### src/rtl/xor_stream_decrypt_if.sv
// Valid/ready ciphertext-in and plaintext-out streams of the XOR stream decryptor.
// The decryptor uses the slave view. The source/sink that drives it uses the master view.
interface xor_stream_decrypt_if;
   logic        in_valid;
   logic        in_ready;
   logic [31:0] in_data;
   logic        out_valid;
   logic        out_ready;
   logic [31:0] out_data;

   modport slave (
      input  in_valid, in_data, out_ready,
      output in_ready, out_valid, out_data
   );

   modport master (
      output in_valid, in_data, out_ready,
      input  in_ready, out_valid, out_data
   );
endinterface

### src/rtl/xor_stream_decrypt.sv
// Word-serial XOR stream decryptor.
// The keystream comes from a 32-bit Galois LFSR (x^32 + x^22 + x^2 + x + 1).
// The datapath has one registered output stage and supports full throughput.
module xor_stream_decrypt #(
   parameter int LEN_W = 8
) (
   input  logic             clk,
   input  logic             rst_n,
   input  logic             start,
   input  logic [31:0]      seed,
   input  logic [LEN_W-1:0] length,
   xor_stream_decrypt_if.slave stream,
   output logic             busy,
   output logic             done
);

   typedef enum logic [1:0] {IDLE, RUN, DRAIN} state_t;

   state_t           state;
   state_t           state_next;
   logic [31:0]      lfsr;
   logic [LEN_W-1:0] count;
   logic             out_valid;
   logic [31:0]      out_data;
   logic             in_ready;
   logic             accept;
   logic             out_fire;
   logic             drain_exit;

   function automatic logic [31:0] lfsr_step(input logic [31:0] s);
      return s[0] ? ((s >> 1) ^ 32'h80200003) : (s >> 1);
   endfunction

   // Handshake qualifiers. The output register may refill in the same cycle it is drained.
   always_comb begin
      in_ready   = (state == RUN) && (!out_valid || stream.out_ready);
      accept     = stream.in_valid && in_ready;
      out_fire   = out_valid && stream.out_ready;
      drain_exit = (state == DRAIN) && (!out_valid || stream.out_ready);
   end

   assign stream.in_ready  = in_ready;
   assign stream.out_valid = out_valid;
   assign stream.out_data  = out_data;
   assign busy             = (state != IDLE);

   // Next-state logic: IDLE -> RUN/DRAIN on start, RUN -> DRAIN on last word, DRAIN -> IDLE once the output empties.
   always_comb begin
      state_next = state;
      case (state)
         IDLE: begin
            if (start) begin
               state_next = (length != '0) ? RUN : DRAIN;
            end
         end
         RUN: begin
            if (accept && (count == LEN_W'(1))) begin
               state_next = DRAIN;
            end
         end
         DRAIN: begin
            if (drain_exit) begin
               state_next = IDLE;
            end
         end
         default: state_next = IDLE;
      endcase
   end

   // State register.
   always_ff @(posedge clk or negedge rst_n) begin
      if (!rst_n) begin
         state <= IDLE;
      end else begin
         state <= state_next;
      end
   end

   // Keystream generator and word counter.
   // Both are loaded on start and advance once per accepted word.
   // A zero seed would lock the LFSR at zero, so it is replaced by one.
   always_ff @(posedge clk or negedge rst_n) begin
      if (!rst_n) begin
         lfsr  <= 32'h00000001;
         count <= '0;
      end else if ((state == IDLE) && start) begin
         lfsr  <= (seed == 32'h0) ? 32'h00000001 : seed;
         count <= length;
      end else if (accept) begin
         lfsr  <= lfsr_step(lfsr);
         count <= count - LEN_W'(1);
      end
   end

   // Output register: it reloads on accept, clears when drained with no refill, and holds under backpressure.
   always_ff @(posedge clk or negedge rst_n) begin
      if (!rst_n) begin
         out_valid <= 1'b0;
         out_data  <= 32'h0;
      end else if (accept) begin
         out_valid <= 1'b1;
         out_data  <= stream.in_data ^ lfsr;
      end else if (out_fire) begin
         out_valid <= 1'b0;
      end
   end

   // Completion pulse: high for the one cycle after the block leaves DRAIN.
   always_ff @(posedge clk or negedge rst_n) begin
      if (!rst_n) begin
         done <= 1'b0;
      end else begin
         done <= drain_exit;
      end
   end

endmodule

### src/flat_wrapper.sv
// flat-port wrapper written by rule: the top's interface ports become plain ports
module xor_stream_decrypt_flat 
#(
   parameter int LEN_W = 8
)
  (clk, rst_n, start, seed, length, busy, done, stream_in_valid, stream_in_data, stream_out_ready, stream_in_ready, stream_out_valid, stream_out_data);
  xor_stream_decrypt_if stream_i ();
  input  logic clk;
  input  logic rst_n;
  input  logic start;
  input  logic [31:0] seed;
  input  logic [LEN_W-1:0] length;
  output logic busy;
  output logic done;
  input wire logic [$bits(stream_i.in_valid)-1:0] stream_in_valid;
  input wire logic [$bits(stream_i.in_data)-1:0] stream_in_data;
  input wire logic [$bits(stream_i.out_ready)-1:0] stream_out_ready;
  output wire logic [$bits(stream_i.in_ready)-1:0] stream_in_ready;
  output wire logic [$bits(stream_i.out_valid)-1:0] stream_out_valid;
  output wire logic [$bits(stream_i.out_data)-1:0] stream_out_data;
  assign stream_i.in_valid = stream_in_valid;
  assign stream_i.in_data = stream_in_data;
  assign stream_i.out_ready = stream_out_ready;
  assign stream_in_ready = stream_i.in_ready;
  assign stream_out_valid = stream_i.out_valid;
  assign stream_out_data = stream_i.out_data;
  xor_stream_decrypt #(.LEN_W(LEN_W)) u_core (.clk(clk), .rst_n(rst_n), .start(start), .seed(seed), .length(length), .stream(stream_i), .busy(busy), .done(done));
endmodule
### config.mk
export PLATFORM = sky130hd
export DESIGN_NAME = xor_stream_decrypt_flat
export DESIGN_NICKNAME = d
export VERILOG_FILES = /design/src/rtl/xor_stream_decrypt_if.sv /design/src/rtl/xor_stream_decrypt.sv /design/src/flat_wrapper.sv
export SDC_FILE = /design/constraint.sdc
export NUM_CORES = 1
export LEC_CHECK = 0
export ABC_AREA = 1
export CAP_MARGIN = 20
export CORE_MARGIN = 2
export CORE_UTILIZATION = 45
export CTS_BUF_LIST = sky130_fd_sc_hd__clkbuf_8
export CTS_CLUSTER_SIZE = 30
export DETAILED_ROUTE_END_ITERATION = 8
export MAX_ROUTING_LAYER = met4
export PLACE_DENSITY = 0.76
export SLEW_MARGIN = 20
export SYNTH_ARGS = -nofsm -noshare
export SYNTH_HDL_FRONTEND = slang
export SYNTH_SLANG_ARGS = --single-unit
### constraint.sdc
create_clock -name clk -period 2.2 [get_ports clk]
set_clock_uncertainty 0.05 [all_clocks]
set_input_delay 0.44 -clock clk [delete_from_list [all_inputs] [get_ports clk]]
set_output_delay 0.44 -clock clk [all_outputs]
set_load 0.01 [all_outputs]
==> flow_metrics.env, run 1 <==
export IMPL_layout_common_cells="111 x clkdlybuf4s50_1, 104 x nand2_1, 75 x dfrtp_1, 67 x o21ai_0, 62 x nor2_1"
export IMPL_drtPass1Iterations=5
export IMPL_yosys_area_share_adder_pct=0.660
export IMPL_die_area_sq_um=9180
export IMPL_multiInputGateArea_sq_um=1690
export IMPL_synthSimpleGateAreaFrac_pct=19.4
export IMPL_busiest_layer="met2"
export IMPL_place_inst=649
export IMPL_synth_compound_area_share_pct=15.6
export IMPL_hold_buffers=0
export IMPL_syn_inst=446
export IMPL_min_period_ns=2.12
export IMPL_grt_overflow_total=0
export IMPL_seq_area_sq_um=1900
export IMPL_cts_root_buf="clkbuf_8"
export IMPL_synth_top_family_by_area="simple AND/OR/NAND/NOR gates"
export IMPL_critical_path_max_fanout=3
export IMPL_slowest_stage="clkdlybuf4s50_1"
export IMPL_clk_latency_ns=0.33
export IMPL_dr_first_iter_drc_count=134
export IMPL_use_met2_pct=34.1
export IMPL_fmax_ghz=0.473
export IMPL_worst_path_most_repeated_cell="clkdlybuf4s50_1"
export IMPL_arrival_ns=1.63
export IMPL_synth_seq_cells=76
export IMPL_synth_area_per_cell_sq_um=8.51
export IMPL_clockBufferDepth=2
export IMPL_clock_sinks=76
export IMPL_synthXorXnorAreaFrac_pct=8.77
export IMPL_synth_cell_types=29
export IMPL_finalInstanceArea_sq_um=5220
export IMPL_diodes=0
export IMPL_post_place_ws_ns=0.0357
export IMPL_cp_data_required_time_ns=1.71
export IMPL_dpl_hpwl_mm=6.55
export IMPL_finalSetupViolations=0
export IMPL_tightest_slew_ns=0.495
export IMPL_path_cells="clkdlybuf4s50_1 > nor2_1 > nor2_2 > clkdlybuf4s50_1"
export IMPL_timing_hold_ws_ns=0.0132
export IMPL_hold_viol_final=0
export IMPL_setup_tns_final_ns=0
export IMPL_cts_setup_buffers=0
export IMPL_path_clk_slew_ns=0.08
export IMPL_chipHeight_microns=95.8
export IMPL_drc_errors=0
export IMPL_num_vias=3351
export IMPL_status="completed"
export IMPL_maxCapViolCount=0
export IMPL_cts_resized=0
export IMPL_dieWidth_microns=95.8
export IMPL_syn2layout_area_growth_pct=37.5
export IMPL_grt_pass1_vias=3306
export IMPL_rows=33
export IMPL_met3_usage_pct=3.45
export IMPL_hold_class="in2async"
export IMPL_grt_pass1_wl_mm=14.9
export IMPL_post_route_period_util_pct=96.2
export IMPL_initial_utilization_pct=46.4
export IMPL_finalNetCount=634
export IMPL_grt_max_degree=42
export IMPL_final_common_cell="clkdlybuf4s50_1"
export IMPL_max_slew_margin_rel_pct=67.0
export IMPL_routedWlPerCell_microns=13.7
export IMPL_synthMuxAreaShare_pct=0
export IMPL_fin_cells=664
export IMPL_htreeDepth=3
export IMPL_start_kind="input port"
export IMPL_wirelength_mm=9.09
export IMPL_fillCellCount=677
export IMPL_drtAntennaViolNets=0
export IMPL_syn_nets=525
export IMPL_fp_coreArea_sq_um=8180
export IMPL_timing_final_max_slew_violations=0
export IMPL_crit_type="in2out"
export IMPL_io_pins=113
export IMPL_rsz0062_at_grt="no"
export IMPL_worst_slack_ns=0.0839
export IMPL_cp_end_kind="primary output"
export IMPL_slowest_delay_ns=0.54
export IMPL_drive_above_1_share_pct=6.62
export IMPL_groute_usage_overall_pct=21.4
export IMPL_grt_use_met1_pct=27.6
export IMPL_placed_cell_area_sq_um=5000
export IMPL_antenna_found_initial=0
export IMPL_ys_warn_count=0
export IMPL_place_congestion=0.863
export IMPL_syn_area_sq_um=3790
export IMPL_cts_made_buffers=9
export IMPL_via_per_inst=5.05
export IMPL_max_vdd_ir_drop_v=0.000635
export IMPL_powerDensity_nw_per_um2=1330
export IMPL_seq_area_frac_synth_pct=50.2
export IMPL_port_buffers=112
export IMPL_cts_tree="yes"
export IMPL_leakage_uw=0.00219
## logic make-up (layout without fill, tap and decap cells)
family / count (synthesis) / in the layout
AO/OA/AOI/OAI: 110 / 110
AND/OR/NAND/NOR: 182 / 182
flip-flops: 76 / 76
buffers and inverters: 38 / 151
XOR/XNOR: 38 / 38
adder cells (fa/ha/maj): 2 / 2
## flip-flops by register name, indices dropped and copies added, names as in the netlist
register,cells
u_core.stream.out_data,32
u_core.stream.out_valid,1
u_core.lfsr,32
u_core.count,8
u_core.done,1
u_core.state,2
## final timing paths
kind,start,to,slack (ns),depth (start not counted)
min reg2reg,u_core.stream.out_data[11],u_core.stream.out_data[11],0.44,2
max,stream_out_ready,stream_in_ready,0.08,4
max reg2reg,u_core.state[1],u_core.count[6],0.48,9
max in group asynchronous,rst_n,u_core.lfsr[0],1.45,2
min in group clk,u_core.stream.out_data[11],u_core.stream.out_data[11],0.44,2
min,rst_n,u_core.done,0.01,1
## metal layers
metal / vias up / part of all wire (%)
li1: 1662 / -
met3: 10 / 6.8
met1: 1546 / 45
met2: 133 / 47
met4: 0 / 1.3
met5: - / 0
## layout make-up
cell class                 count  share of cell area, %
clock buffer                  10                   2.64
inverter                      16                   1.15
multi-input combinational    332                   32.4
timing repair buffer         120                   23.3
tap                          105                   2.52
sequential                    76                   36.5
clock inverter                 5                   1.49
## metrics by stage
stage	utilization, %	total power [uW]
final	63.8	6930
after global routing	63.8	7500
after CTS	63.8	6980
after detailed placement	61.2	5820
after global placement	61.2	5700
after floorplan	-	4590
## report_power, final
part / switching, uW / internal [uW]
combinational: 1560 / 1560
clock: 480 / 660
sequential: 556 / 2110
total: 2600 / 4330
## critical path: cells and delay by family
| kind | cells | cell delay (ns) |
|---|---|---|
| buffers and inverters | 2 | 1.01 |
| AND/OR/NAND/NOR | 2 | 0.17 |
## cells in the mapped netlist (all sizes together)
cell type  instances  area [sq um]
clkbuf            10          40.0
ha                 2          25.0
dfstp              1          26.3
o21bai             1          18.8
nor3               1          5.00
dfrtp             75          1880
o21ai             72           375
nor2              64           250
inv               16          60.1
xnor2             33           289
xor2               5          43.8
nand4              1          6.26
o211ai             5          37.5
nand3              8          40.0
nand2            108           434
a21oi             32           160
buf               12           105
No activity file was read; power rests on OpenSTA's default activity.
==> inputs of run 2 (changes only) <==
- CTS_BUF_LIST: sky130_fd_sc_hd__clkbuf_8 -> sky130_fd_sc_hd__clkbuf_2
==> flow_metrics.env, run 2 (same netlist as run 1, synthesis figures left out) <==
export IMPL_fillCellCount=698
export IMPL_powerDensity_nw_per_um2=1290
export IMPL_arrival_ns=1.64
export IMPL_worst_slack_ns=0.0714
export IMPL_reg2regPathDepth=10
export IMPL_p_sw_uw=2600
export IMPL_timing_hold_ws_ns=0.371
export IMPL_status="completed"
export IMPL_drc_errors=0
export IMPL_grt_pass1_vias=3325
export IMPL_fp_coreArea_sq_um=8180
export IMPL_grt_pass1_wl_mm=15.0
export IMPL_crit_type="reg2out"
export IMPL_post_route_period_util_pct=96.8
export IMPL_clk_latency_ns=0.48
export IMPL_cts_made_buffers=9
export IMPL_port_buffers=112
export IMPL_antenna_found_initial=0
export IMPL_drive_above_1_share_pct=7.79
export IMPL_via_per_inst=4.97
export IMPL_die_area_sq_um=9180
export IMPL_htreeDepth=3
export IMPL_critical_path_max_fanout=4
export IMPL_path_clk_slew_ns=0.21
export IMPL_placed_cell_area_sq_um=5000
export IMPL_drtAntennaViolNets=0
export IMPL_pwr_share_comb_pct=47.8
export IMPL_met3_length_microns=591
export IMPL_clock_sinks=76
export IMPL_dpl_hpwl_mm=6.55
export IMPL_grt_max_degree=42
export IMPL_fmax_ghz=0.470
export IMPL_cp_end_kind="primary output"
export IMPL_initial_utilization_pct=46.4
export IMPL_maxCapViolCount=0
export IMPL_timing_final_max_slew_violations=0
export IMPL_met2WireLength_mm=4.37
export IMPL_max_vdd_ir_drop_v=0.000560
export IMPL_wirelength_mm=9.21
export IMPL_place_congestion=0.863
export IMPL_finalNetCount=640
export IMPL_io_pins=113
export IMPL_tightest_slew_ns=0.499
export IMPL_post_place_ws_ns=0.0357
export IMPL_p_int_uw=4080
export IMPL_dieWidth_microns=95.8
export IMPL_rows=33
export IMPL_clockBufferDepth=2
export IMPL_routedWlPerCell_microns=13.7
export IMPL_min_period_ns=2.13
export IMPL_leakage_uw=0.00219
export IMPL_final_common_cell="clkdlybuf4s50_1"
export IMPL_layout_common_cells="110 x clkdlybuf4s50_1, 104 x nand2_1, 73 x dfrtp_1, 67 x o21ai_0, 62 x nor2_1"
export IMPL_finalInstanceArea_sq_um=5180
export IMPL_num_vias=3331
export IMPL_hold_viol_final=0
export IMPL_grt_overflow_total=0
export IMPL_cp_data_required_time_ns=1.71
export IMPL_reg_top3="u_core.lfsr x32, u_core.stream.out_data x32, u_core.count x8"
export IMPL_start_kind="flip-flop"
export IMPL_met1Wirelength_mm=4.16
export IMPL_cts_tree="yes"
export IMPL_drtPass1Iterations=4
export IMPL_diodes=0
export IMPL_finalSetupViolations=0
export IMPL_groute_usage_overall_pct=21.6
export IMPL_hold_class="in2async"
export IMPL_chipHeight_microns=95.8
export IMPL_switching_share_pct=38.9
export IMPL_max_slew_margin_rel_pct=66.8
export IMPL_highest_layer="met4"
export IMPL_seq_power_share_pct=39.7
export IMPL_p_clk_share_pct=12.5
export IMPL_dr_first_iter_drc_count=125
export IMPL_cts_root_buf="clkbuf_2"
export IMPL_syn2layout_area_growth_pct=36.5
==> run 2: critical path: stages (launching register included) <==
cell	delay, ns
dfrtp_2	0.49
nor2_4	0.13
inv_1	0.06
clkdlybuf4s50_1	0.47
==> run 2: per-stage QoR <==
stage	cells	setup TNS, ns	total power (uW)	util, %
2_1_floorplan	446	0	4590	-
3_3_place_gp	649	0	5700	61.2
3_5_place_dp	649	0	5820	61.2
4_1_cts	666	0	6660	62.9
5_1_grt	670	-0.0124	7240	63.3
6_report	670	0	6680	63.3
==> run 2: worst paths after layout <==
check	start	to	slack (ns)
max in group asynchronous	rst_n	u_core.lfsr[0]	1.09
min in group clk	u_core.stream.out_data[11]	u_core.stream.out_data[11]	0.46
hold / removal	rst_n	u_core.done	0.37
setup / recovery	u_core.state[0]	busy	0.07
hold reg to reg	u_core.stream.out_data[11]	u_core.stream.out_data[11]	0.46
setup reg to reg	u_core.state[1]	u_core.count[6]	0.38
==> run 2: power groups by stage <==
stage	clock network [uW]	logic, uW	registers, uW
global placement	0	3040	2660
global route	929	3580	2740
floorplan	0	1910	2680
CTS	854	3160	2650
detailed placement	0	3140	2680
finish	836	3190	2650
==> run 2: layer usage <==
| layer | global-route usage, % | vias to the layer above |
|---|---|---|
| li1 | - | 1676 |
| met1 | 27.5 | 1539 |
| met2 | 34.6 | 110 |
| met3 | 3.45 | 6 |
| met4 | 8.69 | 0 |
| met5 | - | - |
==> run 2: what timing repair did <==
action | in CTS | in global routing
setup endpoints to repair | 2 | 1
gates resized for setup | 2 | 1
hold endpoints to repair | 36 | 0
hold buffers | 1 | 0
setup buffers | 1 | 4
pin swaps | 0 | 1
==> run 2: area by class of cell <==
type,count,area (sq um),area share [%]
inverter,16,60.1,1.16
timing repair buffer,126,1260,24.4
tap,105,131,2.54
multi-input combinational,332,1690,32.6
sequential,76,1910,36.8
clock inverter,5,77.6,1.50
clock buffer,10,50.0,0.967
